--- config.mk ---
export PLATFORM = sky130hd
export DESIGN_NAME = bcd_serial_adder_ctrl
export DESIGN_NICKNAME = d
export VERILOG_FILES = /design/src/rtl/bcd_serial_adder_ctrl_pkg.sv /design/src/rtl/bcd_serial_adder_ctrl_bcd_adder.sv /design/src/rtl/bcd_serial_adder_ctrl.sv
export SDC_FILE = /design/constraint.sdc
export NUM_CORES = 1
export LEC_CHECK = 0
export BUFFER_PORTS_ARGS = -buffer_cell sky130_fd_sc_hd__buf_4
export CORE_MARGIN = 4
export CORE_UTILIZATION = 45
export CTS_BUF_LIST = sky130_fd_sc_hd__clkbuf_4 sky130_fd_sc_hd__clkbuf_8
export DETAILED_ROUTE_END_ITERATION = 10
export MAX_ROUTING_LAYER = met4
export PLACE_DENSITY = 0.7
export SYNTH_ARGS = -nofsm -noshare
export SYNTH_HDL_FRONTEND = slang
export SYNTH_SLANG_ARGS = --single-unit
--- constraint.sdc ---
create_clock -name clk -period 3.54 [get_ports clk]
set_clock_uncertainty 0.1 [all_clocks]
set_input_delay 0.708 -clock clk [delete_from_list [all_inputs] [get_ports clk]]
set_output_delay 0.708 -clock clk [all_outputs]
set_load 0.03 [all_outputs]
--- src/rtl/bcd_serial_adder_ctrl_pkg.sv ---
// Shared definitions for the digit-serial BCD adder controller.
//   - state_t   : controller state encoding (IDLE, RUN, DONE)
//   - DIGIT_W   : width of one packed-BCD digit
//   - BCD_CORR  : decimal correction added when a digit sum exceeds BCD_MAX
//   - BCD_MAX   : largest legal decimal digit value
package bcd_serial_adder_ctrl_pkg;

    localparam int DIGIT_W  = 4;
    localparam int BCD_CORR = 6;
    localparam int BCD_MAX  = 9;

    typedef enum logic [1:0] {
        IDLE = 2'd0,
        RUN  = 2'd1,
        DONE = 2'd2
    } state_t;

endpackage

--- src/rtl/bcd_serial_adder_ctrl_bcd_adder.sv ---
// BCD_adder: single-digit decimal adder.
// Ports:
//   a, b  in  DIGIT_W  operand digits
//   cin   in  1        decimal carry-in
//   s     out DIGIT_W  result digit
//   cout  out 1        decimal carry-out
// Digits above 9 are not rejected; the result simply follows the same
// add / compare / correct formula.
module BCD_adder
    import bcd_serial_adder_ctrl_pkg::*;
(
    input  logic [DIGIT_W-1:0] a,
    input  logic [DIGIT_W-1:0] b,
    input  logic               cin,
    output logic [DIGIT_W-1:0] s,
    output logic               cout
);

    logic [DIGIT_W:0] z;

    always_comb begin
        z = {1'b0, a} + {1'b0, b} + {{DIGIT_W{1'b0}}, cin};
        if (z > (DIGIT_W + 1)'(BCD_MAX)) begin
            // Adding 6 skips the six unused nibble codes; the wrap mod 16 is intended.
            s    = DIGIT_W'(z + (DIGIT_W + 1)'(BCD_CORR));
            cout = 1'b1;
        end else begin
            s    = z[DIGIT_W-1:0];
            cout = 1'b0;
        end
    end

endmodule

--- src/rtl/bcd_serial_adder_ctrl.sv ---
// bcd_serial_adder_ctrl: sequences one BCD_adder across DIGITS packed-BCD
// digits, least significant digit first, one digit per clock.
// Optional feature macro: BCD_SUB_EN (op=1 computes the ten's-complement
// difference A - B; when undefined op is ignored and no complement logic exists).
// Ports:
//   clk        in  rising-edge clock
//   reset_n    in  asynchronous active-low reset
//   start      in  request, sampled only in IDLE
//   a, b       in  4*DIGITS packed-BCD operands, digit 0 in [3:0]
//   cin        in  decimal carry-in to digit 0
//   op         in  0 = add, 1 = subtract (BCD_SUB_EN only)
//   busy       out high in RUN and DONE
//   done       out one-cycle completion pulse
//   sum        out registered result
//   cout       out registered decimal carry-out of the top digit
//   state_dbg  out current controller state (state_t encoding)
// Handshake: a request is accepted on the rising edge where start=1 and the
// block is IDLE (busy=0); a, b, cin and op are captured on that edge only.
// busy stays high until the edge after done; done is high for exactly one
// cycle and sum/cout are valid from then on until the next completion.
module bcd_serial_adder_ctrl
    import bcd_serial_adder_ctrl_pkg::*;
#(
    parameter int DIGITS = 4
) (
    input  logic                  clk,
    input  logic                  reset_n,
    input  logic                  start,
    input  logic [4*DIGITS-1:0]   a,
    input  logic [4*DIGITS-1:0]   b,
    input  logic                  cin,
    input  logic                  op,
    output logic                  busy,
    output logic                  done,
    output logic [4*DIGITS-1:0]   sum,
    output logic                  cout,
    output logic [1:0]            state_dbg
);

    localparam int W  = DIGITS * DIGIT_W;
    localparam int CW = (DIGITS > 1) ? $clog2(DIGITS) : 1;
    localparam logic [CW-1:0] LAST = CW'(DIGITS - 1);

    state_t          state_q, state_d;
    logic [W-1:0]    a_q, a_d, b_q, b_d, work_q, work_d, sum_q, sum_d;
    logic            carry_q, carry_d, cout_q, cout_d;
    logic [CW-1:0]   cnt_q, cnt_d;

    logic [DIGIT_W-1:0] b_dig, dig_s;
    logic               dig_c, init_carry;

`ifdef BCD_SUB_EN
    logic op_q, op_d;
    // Nines complement of the B digit plus a forced initial carry gives A - B.
    assign b_dig      = op_q ? (DIGIT_W'(BCD_MAX) - b_q[DIGIT_W-1:0]) : b_q[DIGIT_W-1:0];
    assign init_carry = op ? 1'b1 : cin;
`else
    logic unused_op;
    assign unused_op  = op;
    assign b_dig      = b_q[DIGIT_W-1:0];
    assign init_carry = cin;
`endif

    BCD_adder u_digit (
        .a    (a_q[DIGIT_W-1:0]),
        .b    (b_dig),
        .cin  (carry_q),
        .s    (dig_s),
        .cout (dig_c)
    );

    always_comb begin
        state_d = state_q;
        a_d     = a_q;
        b_d     = b_q;
        work_d  = work_q;
        carry_d = carry_q;
        cnt_d   = cnt_q;
        sum_d   = sum_q;
        cout_d  = cout_q;
`ifdef BCD_SUB_EN
        op_d    = op_q;
`endif
        case (state_q)
            IDLE: begin
                if (start) begin
                    a_d     = a;
                    b_d     = b;
                    carry_d = init_carry;
                    cnt_d   = '0;
                    work_d  = '0;
`ifdef BCD_SUB_EN
                    op_d    = op;
`endif
                    state_d = RUN;
                end
            end
            RUN: begin
                a_d     = a_q >> DIGIT_W;
                b_d     = b_q >> DIGIT_W;
                // New digit enters at the top, so after DIGITS shifts digit 0 sits in [3:0].
                work_d  = {dig_s, work_q[W-1:DIGIT_W]};
                carry_d = dig_c;
                cnt_d   = cnt_q + CW'(1);
                if (cnt_q == LAST) begin
                    sum_d   = {dig_s, work_q[W-1:DIGIT_W]};
                    cout_d  = dig_c;
                    state_d = DONE;
                end
            end
            DONE: begin
                state_d = IDLE;
            end
            default: begin
                state_d = IDLE;
            end
        endcase
    end

    always_ff @(posedge clk or negedge reset_n) begin
        if (!reset_n) begin
            state_q <= IDLE;
            a_q     <= '0;
            b_q     <= '0;
            work_q  <= '0;
            carry_q <= 1'b0;
            cnt_q   <= '0;
            sum_q   <= '0;
            cout_q  <= 1'b0;
`ifdef BCD_SUB_EN
            op_q    <= 1'b0;
`endif
        end else begin
            state_q <= state_d;
            a_q     <= a_d;
            b_q     <= b_d;
            work_q  <= work_d;
            carry_q <= carry_d;
            cnt_q   <= cnt_d;
            sum_q   <= sum_d;
            cout_q  <= cout_d;
`ifdef BCD_SUB_EN
            op_q    <= op_d;
`endif
        end
    end

    assign busy      = (state_q != IDLE);
    assign done      = (state_q == DONE);
    assign sum       = sum_q;
    assign cout      = cout_q;
    assign state_dbg = state_q;

endmodule

Yosys cells after proc, flatten, opt, wreduce, memory -nomap -nowiden:

Cells that the tools add are included.

* $add $sub $neg: 4
* multiply operators: 0
* div/mod/pow operators: 0
* order comparisons: 1
* equality and inequality tests: 5
* shifts and indexed selects: 0
* multiplexer cells: 15
* bitwise gates (word level): 0
* reduce and logical (&&, ||, !) cells: 6

Operator list (count)
* $pmux 16 s2: 3
* $mux 16: 3
* $pmux 2 s2: 2
* $mux 2: 3
* $reduce_and 2->1: 3
* $add 4x4->5: 1
* $add 5x1->5: 1
* $gt 5x4->1 const B: 1
* $add 4x3->4 const B: 1
* $eq 2x2->1 const B: 2
* $mux 4: 1
* $ne 2x2->1 const B: 2
* $reduce_bool 2->1: 2
* $add 2x1->2 const B: 1
* $eq 2x1->1 const B: 1
* $logic_not 2->1: 1
* $mux 1: 2
* $pmux 1 s2: 1

* flip-flop bits (word level): 70
* bits in latches: 0
* RAM bits: 0
* ROM bits: 0
* bits of input ports: 37
* output and inout port bits: 21
* logic and storage cells: 39
* memories kept: 0

Longest topological paths before layout:

* depth after elaboration: 5
* mapped depth: 8
* gate-level depth less buffers: 8

Hierarchy:

Synthesis repeated with hierarchy kept, for this count alone.

* cells, all modules: 253
* area total of the unflattened synthesis: 3118.0 um^2

Modules (own cells, without submodules)
* bcd_serial_adder_ctrl: times used 1, cells an instance 231, area an instance 2906.5 um^2, seq. area each 1651.6 um^2
* BCD_adder: times used 1, cells an instance 22, area an instance 211.5 um^2, seq. area each 0.0 um^2

Worst setup path after synthesis:

Ideal clock, no wire load.

* path kind: flip-flop to flip-flop
* from: register a_q[0]
* to: register sum_q[14] (netlist: sum[14])
* library setup time: 77 ps
* arrival time: 2523 ps
* required time: 3363 ps
* slack: 840 ps
* stages on the path, launching flop included: 9
* buffers on the path: 0
* period minus slack after synthesis: 2700 ps
* path through: dfrtp_1 > fa_1 > fa_1 > xnor2_1 > ha_1 > nor2b_1 > o41ai_4 > mux2_1 > o21ai_1

* longest elaborated chain between the ends: 4
* elaborated cells on any way between the ends: 5
* classes of those cells: add/sub (3); order compare (1); mux (1)

RTL lines
* from (decl): line bcd_serial_adder_ctrl.sv:45 `logic [W-1:0] a_q, a_d, b_q, b_d, work_q, work_d, sum_q, sum_d;`
* from (signal assigned): line bcd_serial_adder_ctrl.sv:123 `a_q <= '0;`
* from (signal assigned): line bcd_serial_adder_ctrl.sv:135 `a_q <= a_d;`
* $add 4x4->5 (*): line bcd_serial_adder_ctrl_bcd_adder.sv:22 `z = {1'b0, a} + {1'b0, b} + {{DIGIT_W{1'b0}}, cin};`
* $add 5x1->5 (*): line bcd_serial_adder_ctrl_bcd_adder.sv:22
* $add 4x3->4 or $gt 5x4->1 (tied branches): line bcd_serial_adder_ctrl_bcd_adder.sv:25, bcd_serial_adder_ctrl_bcd_adder.sv:23
* $mux 4 (*): line bcd_serial_adder_ctrl_bcd_adder.sv:23 `if (z > (DIGIT_W + 1)'(BCD_MAX)) begin`
* to (signal assigned): line bcd_serial_adder_ctrl.sv:140 `sum_q <= sum_d;`
* to (decl): line bcd_serial_adder_ctrl.sv:45

Mark *: on every way between the ends. The rest lies on a longest branch, timed or not.
A chain may end at the register's enable or synchronous reset.

Final worst setup path:

Same ends and word-level chain as after synthesis.

==> flow_summary.toml <==
[synth]
synth_edf_count = 0
ys_types = 30
synth_most_common_cell = "dfrtp_1"
synth_top_area_frac = 0.5359
netlist_top_cells_count = "dfrtp_1, o21ai_0, a21oi_1, nor2b_1, a22oi_1"
yosys.area.top_type = "dfrtp_1"
synth_fp_nets = 338
syn_inst = 294
ys_seq_area_frac = 0.5359
async_reset_ff_frac = 1.000
synth_area_mm2 = 0.003082
ys.flop_type = "dfrtp_1"
synth_area_per_cell_um2 = 10.48
ys_warn_count = 0
ys_top_cells_by_area = "dfrtp_1, nor2b_1, o21ai_0, a22oi_1, a21oi_1"
synth_seq_cells = 66

[worst_setup_path]
endpoint = "sum[14]$_DFFE_PN0P_"
critical_path.max_stage_delay_ns = 0.47
cp-startpoint = "a_q[0]$_DFFE_PN0P_"
reg2reg_depth = 8
cp_max_fo = 5
r2r_start = "a_q[0]$_DFFE_PN0P_"
cp_slowest_cell = "fa_1"
cp_top_family = "adder cells"
start_kind = "flop"
r2r_setup_slack_ns = 0.62
cp-end-kind = "flop"
required_ns = 3.70
crit_buf_inv = 0
path_common_cell = "fa_1"
crit_chain = "fa_1 -> fa_1 -> xnor2_1 -> ha_1 -> nor2b_1 -> o41ai_4 -> mux2_1 -> o21ai_1"
cp.arrival_ns = 3.08
cp_num_cells = 8
crit_type = "reg -> reg"
rr_endpoint = "sum[14]$_DFFE_PN0P_"

[final_layout]
area_growth_pct = 23.22
final_util = 0.5847
nets = 390
antenna_cells = 0
drive_gt1_frac = 0.2764

[clock_tree]
clk_latency_ns = 0.34
hold_buffers = 0
cts-resized-gates = 0
cts-htree-levels = 3
clockBufferDepth = 2
cts-root-buf = "clkbuf_8"
clock-sinks = 66
cts_tree = "done"
clkTransAtPathRegs_ns = 0.07
cts_buffers = 9
cts_post_setup_buffers_inserted = 0

[outcome]
status = "complete, no violations"

[detailed_routing]
via_per_inst = 5.671
routed_wl_um = 6815
routedWlPerCell_um = 15.92
first_iter_violations = 116
drt_pass1_iterations = 4
drc = 0
ant_nets = 0
num_vias = 2427

[floorplan]
core_area_mm2 = 0.006495
ios = 58
dieArea_mm2 = 0.008236
die_x_um = 90.76
start_util = 0.4745
die_y_um = 90.76
floorplan.rows = 29

[global_routing]
grt_pass1_vias = 2317
globalRoute.totalOverflow = 0
grt_pass1_wl_um = 11210
antenna_found_initial = 0
grt_usage = 0.1743
grt_max_degree = 67

[sta]
slew_headroom = 0.4549
fmax_mhz = 342.6
fin_crit_ns = 2.919
finalHoldViolCount = 0
maxSlewViolCount = 0
fin_setup_tns_ns = 0
finalSetupViolCount = 0
post-route-period-util = 0.8245
tightestPinTransition_ns = 0.8176
rsz0062_at_grt = "false"

[worst_hold_path]
hp-class = "in -> async"

[placed_design]
io_buffers = 56
dp_hpwl_um = 4454
gp_congestion = 0.7805

[pwr]
ir_drop_v = 0.0004951
power_density_mw_per_mm2 = 993.3
leakagePower_nw = 1.754

[run]
cap_violations = 0
==> worst min-delay path by stage <==
stage / endpoint / slack, ns / cells past startpoint
3_5_place_dp: b_q[5]$_DFFE_PN0P_ / 0.37 / 2
4_1_cts: sum[1]$_DFFE_PN0P_ / 0.39 / 1
6_report: sum[1]$_DFFE_PN0P_ / 0.35 / 1
5_1_grt: sum[15]$_DFFE_PN0P_ / 0.41 / 2
2_1_floorplan: a_q[0]$_DFFE_PN0P_ / 0.31 / 0
3_3_place_gp: b_q[6]$_DFFE_PN0P_ / 0.36 / 2
==> cell families (layout without fill, tap and decap cells) <==
| group | Yosys count | after routing | synth area share |
|---|---|---|---|
| compound gates | 114 | 114 | 0.2282 |
| flops | 66 | 66 | 0.5359 |
| simple gates | 65 | 65 | 0.1141 |
| buf+inv | 26 | 83 | 0.03167 |
| mux | 14 | 14 | 0.05116 |
| fa+ha+maj | 7 | 7 | 0.03329 |
| xor+xnor | 2 | 2 | 0.005685 |
==> power by group <==
group          total (mW)  switching [mW]  internal [mW]
combinational        1.74           0.965          0.777
sequential           1.32           0.242           1.08
clock               0.711           0.294          0.417
==> through the flow <==
stage / std cells / total power, mW / area (um2) / hold WS (ns) / worst slack [ns]
after global placement: 412 / 3.019 / 3570 / 0.3631 / 0.7008
after detailed placement: 412 / 3.076 / 3570 / 0.3734 / 0.6377
final: 428 / 3.772 / 3797 / 0.3523 / 0.6212
after global routing: 428 / 4.053 / 3797 / 0.4120 / 0.4290
after CTS: 428 / 3.802 / 3797 / 0.3851 / 0.6251
after floorplan: 294 / 2.559 / 3082 / 0.3124 / 0.8405
==> layer usage <==
| metal | GRT usage | vias to the layer above | share of wire |
|---|---|---|---|
| li1 | - | 1156 | - |
| met1 | 0.2210 | 1176 | 0.45 |
| met2 | 0.2650 | 83 | 0.47 |
| met3 | 0.05833 | 12 | 0.068 |
| met4 | 0.05357 | 0 | 0.015 |
| met5 | - | - | 0 |
==> final cells by class <==
cell class / count / area [um2]
Clock buffer: 10 / 137.6
Clock inverter: 6 / 90.09
Fill cell: 566 / 2698
Inverter: 5 / 18.77
Multi-Input combinational cell: 202 / 1338
Sequential cell: 66 / 1652
Tap cell: 77 / 96.34
Timing Repair Buffer: 62 / 465.4
==> cells in the final DEF (no fill, tap or decap), drive strengths merged <==
master	n
xnor2	2
ha	5
a2111oi	1
inv	5
nand3	1
o21ai	41
o22ai	1
bufinv	2
a31oi	1
clkinv	3
fa	2
and3	2
clkbuf	10
nand2b	2
nor2	3
dfrtp	66
and3b	1
o21bai	2
or4	1
a22oi	23
mux2	14
buf	62
a21oi	33
or2	1
a22o	10
nand2	22
a21o	1
clkinvlp	1
nor2b	32
o41ai	1
==> sequential cells by signal, summed over array words and instances, names as in the netlist <==
signal / cells
work_q: 12
cnt_q: 2
cout: 1
state_dbg: 2
a_q: 16
b_q: 16
sum: 16
carry_q: 1
Note: power is estimated with default switching activity, not from simulation.
